<file path="src/rtl/psum_collector.sv">
// psum_collector: FWFT psum FIFO with row tagging, valid/ready output and stall back-pressure
//   Ports: clk, rst (async active-low), flush (sync clear), Psum/done_psum (MAC input),
//   stall (FIFO full), out_data/out_last/out_valid/out_ready (output handshake), count (occupancy).
//   Option: define PSUM_RELU_EN to clamp negative psums to zero at the write port.
module psum_collector #(
  parameter int WIDTH        = 16,
  parameter int DEPTH        = 4,
  parameter int OUTS_PER_ROW = 8
) (
  input  logic                     clk,
  input  logic                     rst,
  input  logic                     flush,
  input  logic [WIDTH-1:0]         Psum,
  input  logic                     done_psum,
  output logic                     stall,
  output logic [WIDTH-1:0]         out_data,
  output logic                     out_last,
  output logic                     out_valid,
  input  logic                     out_ready,
  output logic [$clog2(DEPTH):0]   count
);
  localparam int AW = $clog2(DEPTH);
  localparam int CW = AW + 1;
  localparam int RW = OUTS_PER_ROW > 1 ? $clog2(OUTS_PER_ROW) : 1;
  logic [WIDTH-1:0] mem_q [DEPTH];
  logic [DEPTH-1:0] tag_q;
  logic [AW-1:0]    wr_ptr_q, wr_ptr_d, rd_ptr_q, rd_ptr_d;
  logic [CW-1:0]    count_q, count_d;
  logic [RW-1:0]    row_q, row_d;
  logic [WIDTH-1:0] wdata;
  logic             push, pop, last;
  assign stall     = count_q == CW'(DEPTH);
  assign out_valid = count_q != '0;
  assign count     = count_q;
  // Head is gated so the outputs read zero while empty, even though storage is never cleared.
  assign out_data  = out_valid ? mem_q[rd_ptr_q] : '0;
  assign out_last  = out_valid & tag_q[rd_ptr_q];
  assign push      = done_psum & ~stall & ~flush;
  assign pop       = out_valid & out_ready & ~flush;
  assign last      = row_q == RW'(OUTS_PER_ROW - 1);
`ifdef PSUM_RELU_EN
  assign wdata = Psum[WIDTH-1] ? '0 : Psum;
`else
  assign wdata = Psum;
`endif
  always_comb begin
    wr_ptr_d = flush ? '0 : wr_ptr_q + AW'(push);
    rd_ptr_d = flush ? '0 : rd_ptr_q + AW'(pop);
    count_d  = flush ? '0 : count_q + CW'(push) - CW'(pop);
    row_d    = flush ? '0 : !push ? row_q : last ? '0 : row_q + RW'(1);
  end
  always_ff @(posedge clk or negedge rst) begin
    if (!rst) begin
      wr_ptr_q <= '0;
      rd_ptr_q <= '0;
      count_q  <= '0;
      row_q    <= '0;
    end else begin
      wr_ptr_q <= wr_ptr_d;
      rd_ptr_q <= rd_ptr_d;
      count_q  <= count_d;
      row_q    <= row_d;
    end
  end
  always_ff @(posedge clk) begin
    if (push) begin
      mem_q[wr_ptr_q] <= wdata;
      tag_q[wr_ptr_q] <= last;
    end
  end
endmodule
</file>
<file path="config.mk">
export PLATFORM = sky130hd
export DESIGN_NAME = psum_collector
export DESIGN_NICKNAME = d
export VERILOG_FILES = /design/src/rtl/psum_collector.sv
export SDC_FILE = /design/constraint.sdc
export NUM_CORES = 1
export LEC_CHECK = 0
export ABC_AREA = 1
export CORE_UTILIZATION = 51
export CTS_BUF_LIST = sky130_fd_sc_hd__clkbuf_4 sky130_fd_sc_hd__clkbuf_8
export CTS_CLUSTER_DIAMETER = 40
export DETAILED_ROUTE_END_ITERATION = 8
export PLACE_DENSITY = 0.82
export SYNTH_ARGS = -nofsm -noshare
export SYNTH_HDL_FRONTEND = slang
export SYNTH_SLANG_ARGS = --single-unit
</file>
<file path="constraint.sdc">
create_clock -name clk -period 2.75 [get_ports clk]
set_clock_uncertainty 0.15 [all_clocks]
set_input_delay 0.275 -clock clk [delete_from_list [all_inputs] [get_ports clk]]
set_output_delay 0.275 -clock clk [all_outputs]
set_load 0.03 [all_outputs]
</file>
==> results of run 1 <==
==> power by group <==
part | switching [W] | internal [W] | leakage (nW)
sequential | 0.0000480 | 0.00137 | 0.750
combinational | 0.000859 | 0.000436 | 1.03
clock | 0.000371 | 0.000526 | 0.112
total | 0.00128 | 0.00233 | 1.89
==> through the flow <==
| stage | hold slack (ns) | total power, W | utilization, % | worst slack [ns] | instances |
|---|---|---|---|---|---|
| 2_1_floorplan | -0.171 | 0.00230 | - | 0.348 | 337 |
| 3_3_place_gp | 0.355 | 0.00271 | 60.7 | 0.284 | 452 |
| 3_5_place_dp | 0.362 | 0.00274 | 60.7 | 0.179 | 452 |
| 4_1_cts | 0.119 | 0.00363 | 64.0 | 0.326 | 468 |
| 5_1_grt | 0.143 | 0.00379 | 64.0 | 0.212 | 468 |
| 6_report | 0.119 | 0.00361 | 64.0 | 0.344 | 468 |
==> cell type report <==
class                           count  area share, %
Inverter                           84           7.69
Clock buffer                       11           3.36
Sequential cell                    78           55.4
Tap cell                           77           2.33
Clock inverter                      5           1.79
Timing Repair Buffer               49           10.4
Multi-Input combinational cell    164           19.0
==> critical path, stage by stage (launching register included) <==
cell	delay (ns)
dfrtp_1	0.43
inv_1	0.09
nand2_1	0.12
nor2_4	0.11
buf_4	0.26
inv_1	0.06
clkdlybuf4s50_1	0.59
==> flip-flops by register name, indices dropped and copies added, names as in the netlist <==
signal / cells
mem_q: 64
count: 3
wr_ptr_q: 2
row_q: 3
tag_q: 4
rd_ptr_q: 2
==> logic make-up (layout without fill, tap and decap cells) <==
family / after synthesis / after routing
AOI/OAI and AO/OA: 20 / 20
xor gates and xnor gates: 1 / 1
adders and majority gates: 7 / 7
and+or+nand+nor: 136 / 136
buffers and inverters: 95 / 149
DFF: 78 / 78
==> how the worst max path moves through the flow <==
stage                     slack [ns]  cells past startpoint           end
after global placement          0.28                     10      count[2]
after global routing            0.21                      6  out_data[13]
final                           0.34                      6     out_valid
after detailed placement        0.18                     12      count[2]
after floorplan                 0.35                     12      count[2]
after CTS                       0.33                      6     out_valid
==> cell usage in the layout (no fill, tap or decap) <==
cell              n
inv_1            81
nand2_1          80
edfxtp_1         68
nand3_1          39
clkdlybuf4s50_1  25
buf_4            24
a21oi_1          19
nor2_1           12
dfrtp_1          10
clkbuf_8          9
ha_1              6
nand4_1           3
clkinv_1          2
clkbuf_4          2
clkinv_2          2
bufinv_16         2
inv_2             1
nand3_2           1
nor2_4            1
inv_4             1
xnor2_1           1
o21ai_0           1
fa_1              1
==> layer usage <==
layer | GRT usage [%] | wire length [um]
met5 | 0 | 0
met4 | 11.1 | 75
met3 | 4.03 | 383
met2 | 33.6 | 3390
met1 | 24.5 | 2830
==> reports/metrics.cfg, run 1 <==
[synth]
synthMuxAreaShare_pct = 0
synth_xor_area_share_pct = 0.251
synthCells = 337
synth_fa_ha_area_share_pct = 2.73
post_synth_num_cell_types = 20
ys_seq_area_share_pct = 65.8
syn_area_um2 = 3490
synth-compound-area-share_pct = 2.87
synth_top_family_by_area = simple AND/OR/NAND/NOR gates
synth_top_area_share_pct = 58.6
ys.flop_type = edfxtp_1
synth_common_cells = inv_1 (81), nand2_1 (80), edfxtp_1 (68), nand3_1 (39), a21oi_1 (19)
syn-num-nets = 365
synth-edff-count = 68
ys_seq_elements = 78
synthTopCellsByArea = edfxtp_1 (59%), inv_1 (8.7%), nand2_1 (8.6%), dfrtp_1 (7.2%), nand3_1 (5.6%)
ys.warnings.count = 0
ys_async_sr_fraction_pct = 12.8
synth_top_area_cell = edfxtp_1
avgSynthCellArea_um2 = 10.3
yosys.area_share.simple_pct = 16.7
synth.most_common_cell = inv_1

[die]
die_area_um2 = 7170
core-area_um2 = 6460
fp-row-count = 29
die_x_um = 84.7
start_util_pct = 54.0
fp.dieH_um = 84.7
io_pins = 43

[route]
initialDrtViolationCount = 190
vias = 2351
drc = 0
first_pass_iters = 7
ant_nets = 0
drt-total-wl_mm = 6.68
routedWlPerCell_um = 14.3
routed_via_density = 5.02

[placed_design]
hpwl_mm = 4.05
port_buffers = 42
placed_area_um2 = 3920
place.gp.congestion = 0.812

[cts]
clock_path_buffers = 2
htreeDepth = 3
cts_tree = done
clk_pin_slew_ns = 0.07
ctsHoldBuffers = 0
cts.repair.resized = 0
cts-root-buf = clkbuf_8
cts_sinks = 78
cts_setup_buffers = 0
clk_latency_ns = 0.32
cts_buffers = 9

[timing]
max_freq_ghz = 0.416
setup_violations = 0
period_minus_slack_ns = 2.41
tns_ns = 0
final_hold_viol_count = 0
relSlewSlack_pct = 62.5
worst_slew_pin_slew_ns = 0.560
period_share_pct = 87.5
maxSlewViolCount = 0
rsz0062_at_grt = false

[worst_setup_path]
critPathKind = flop to output port
required_ns = 2.33
worstSetupStartpoint = count[1]
reg2regPathDepth = 11
end_kind = output port
ff2ff_setup_slack_ns = 0.47
r2r_start = count[0]
worstPathArrival_ns = 1.98
cp_max_fo = 18
r2r-end = count[2]
critPathLaunchType = flop

[cells_and_area]
drive_gt1_share_pct = 11.0
nNetsFinal = 414
antenna_cells = 0
multiInputGateArea_um2 = 785
ff_latch_area_um2 = 2290
design_area_um2 = 4130
syn2layout_area_growth_pct = 18.6
nFillCells = 488

[grt]
grt_pass1_vias = 2409
overflow = 0
grt_max_degree = 36
antenna_found_initial = 0
grtUsageTotal_pct = 20.0
grt_pass1_wl_mm = 11.0

[run]
max_cap_violations = 0

[pwr]
peakVddDrop_mv = 0.622
power_leakage_nw = 1.89
cellPowerDensity_nw_per_um2 = 874

[worst_hold_path]
hold_path.class = primary input to asynchronous set/reset pin

[outcome]
status = completed

No activity file was read; power rests on OpenSTA's default activity.
==> run 2, diff against run 1 <==
- SKIP_CTS_REPAIR_TIMING: default -> 1
==> results of run 2 <==
The final DEF is identical to that of run 1; final timing and power are the same.
==> run 3, diff against run 2 <==
- CORE_MARGIN: default -> 2
- SLEW_MARGIN: default -> 20
==> reports/metrics.cfg, run 3 (same netlist as run 1, synthesis figures left out) <==
[outcome]
status = completed

[cells_and_area]
antenna_cells = 0  ; unchanged
nFillCells = 522  ; +7.0%
mostFrequentLayoutCells = inv_1 (81), nand2_1 (80), edfxtp_1 (68)
regMostFlops = mem_q
largest_reg_flops = 64  ; unchanged
syn2layout_area_growth_pct = 19.6
drive_gt1_share_pct = 11.3  ; +0.26 points
final_cells = 471  ; +0.64%
reg_top3 = mem_q x64, tag_q x4
final_common_cell = inv_1
nNetsFinal = 414  ; unchanged
design_area_um2 = 4170  ; +0.88%

[route]
drt-total-wl_mm = 6.58  ; -1.4%
routedWlPerCell_um = 14.0  ; -2.0%
first_pass_iters = 5  ; -2
drc = 0  ; unchanged
initialDrtViolationCount = 124  ; -35%
vias = 2376  ; +1.1%
ant_nets = 0  ; unchanged
routed_via_density = 5.04  ; +0.42%

[worst_setup_path]
cp_max_fo = 18  ; unchanged
worstSetupStartpoint = count[1]
worstPathArrival_ns = 2.01  ; +0.03 ns
end_kind = output port
critPathKind = flop to output port
required_ns = 2.33  ; about the same
r2r_start = count[0]
critPathLaunchType = flop

[grt]
use_met1_pct = 21.3  ; -3.1 points
grt_use_met3_pct = 4.76  ; +0.73 points
grt_max_degree = 36  ; unchanged
busiest_layer = met2
grt_pass1_wl_mm = 10.6  ; -3.3%
met2_usage_pct = 32.7  ; -0.90 points
grt_pass1_vias = 2365  ; -1.8%
antenna_found_initial = 0  ; unchanged
overflow = 0  ; unchanged
grtUsageTotal_pct = 19.1  ; -0.98 points

[cts]
clk_pin_slew_ns = 0.08  ; about the same
htreeDepth = 3  ; unchanged
cts_sinks = 78  ; unchanged
cts_buffers = 9  ; unchanged
cts_tree = done
cts-root-buf = clkbuf_8
clock_path_buffers = 2  ; unchanged
clk_latency_ns = 0.34  ; +0.02 ns

[timing]
final_hold_viol_count = 0  ; unchanged
max_freq_ghz = 0.410  ; -1.2%
period_share_pct = 88.6  ; +1.1 points
worst_slew_pin_slew_ns = 0.544  ; -0.0158 ns
setup_violations = 0  ; unchanged
tns_ns = 0  ; unchanged
maxSlewViolCount = 0  ; unchanged
period_minus_slack_ns = 2.44  ; +0.0302 ns
rsz0062_at_grt = false
relSlewSlack_pct = 63.5  ; +1.1 points
fin_hold_ws_ns = 0.0954  ; -0.0239 ns

[die]
die_x_um = 86.7  ; +2.4%
core-area_um2 = 6720  ; +4.0%
fp.dieH_um = 86.7  ; +2.4%
fp-row-count = 30  ; +3.4%
start_util_pct = 51.9  ; -2.1 points
die_area_um2 = 7510  ; +4.8%
io_pins = 43  ; unchanged

[run]
max_cap_violations = 0  ; unchanged

[worst_hold_path]
hold_path.class = primary input to asynchronous set/reset pin

[placed_design]
placed_area_um2 = 3930  ; about the same
dp_cells = 455  ; +0.66%
port_buffers = 42  ; unchanged
hpwl_mm = 4.01  ; -0.99%
place.gp.congestion = 0.785  ; -3.3%

[pwr]
cellPowerDensity_nw_per_um2 = 895  ; +2.4%
peakVddDrop_mv = 0.521  ; -16%
power_leakage_nw = 1.91  ; +0.65%
total_power_w = 0.00373  ; +3.3%

-- run 3: cell count changes in the layout (fill, tap and decap cells not counted), sizes merged --
cell | previous run | this run
bufinv | 2 | 3
inv | 83 | 84
clkbuf | 11 | 9
-- run 3: worst max-delay path: stages (launching register included) --
cell and delay (ns):
dfrtp_1 0.43, inv_1 0.09, nand2_1 0.11, nor2_4 0.11, buf_4 0.26, inv_1 0.06, clkdlybuf4s50_1 0.59
-- run 3: final cells by class --
| cell class | count | area, um^2 | area share, % |
|---|---|---|---|
| inverter | 84 | 318 | 7.62 |
| tap | 80 | 100 | 2.40 |
| clock buffer | 9 | 124 | 2.97 |
| clock inverter | 7 | 121 | 2.91 |
| sequential | 78 | 2290 | 55.0 |
| timing repair buffer | 49 | 430 | 10.3 |
| multi-input combinational | 164 | 785 | 18.8 |
-- run 3: path summary, 6_finish.rpt --
path,to,slack [ns],cells past startpoint
setup / recovery,out_valid,0.31,6
hold reg to reg,row_q[2],0.39,2
min in group clk,row_q[2],0.39,2
max in group asynchronous,wr_ptr_q[1],2.03,1
setup reg to reg,count[2],0.50,10
hold / removal,row_q[0],0.1,1
-- run 3: stage by stage --
step           worst slack, ns  util [%]
3_3_place_gp             0.273      58.4
3_5_place_dp             0.201      58.4
2_1_floorplan            0.348         -
6_report                 0.314      62.1
5_1_grt                  0.172      62.1
4_1_cts                  0.283      62.1
-- run 3: layer usage --
layer  vias up  wire, um
li1       1159         -
met1      1110      2510
met2        88      3480
met3        19       396
met4         0       193
met5         -         0
-- run 3: where the power goes --
group          total [W]  switching [W]  internal (W)
clock            0.00102       0.000412      0.000607
combinational    0.00130       0.000859      0.000437
sequential       0.00142      0.0000453       0.00137
total            0.00373        0.00132       0.00241
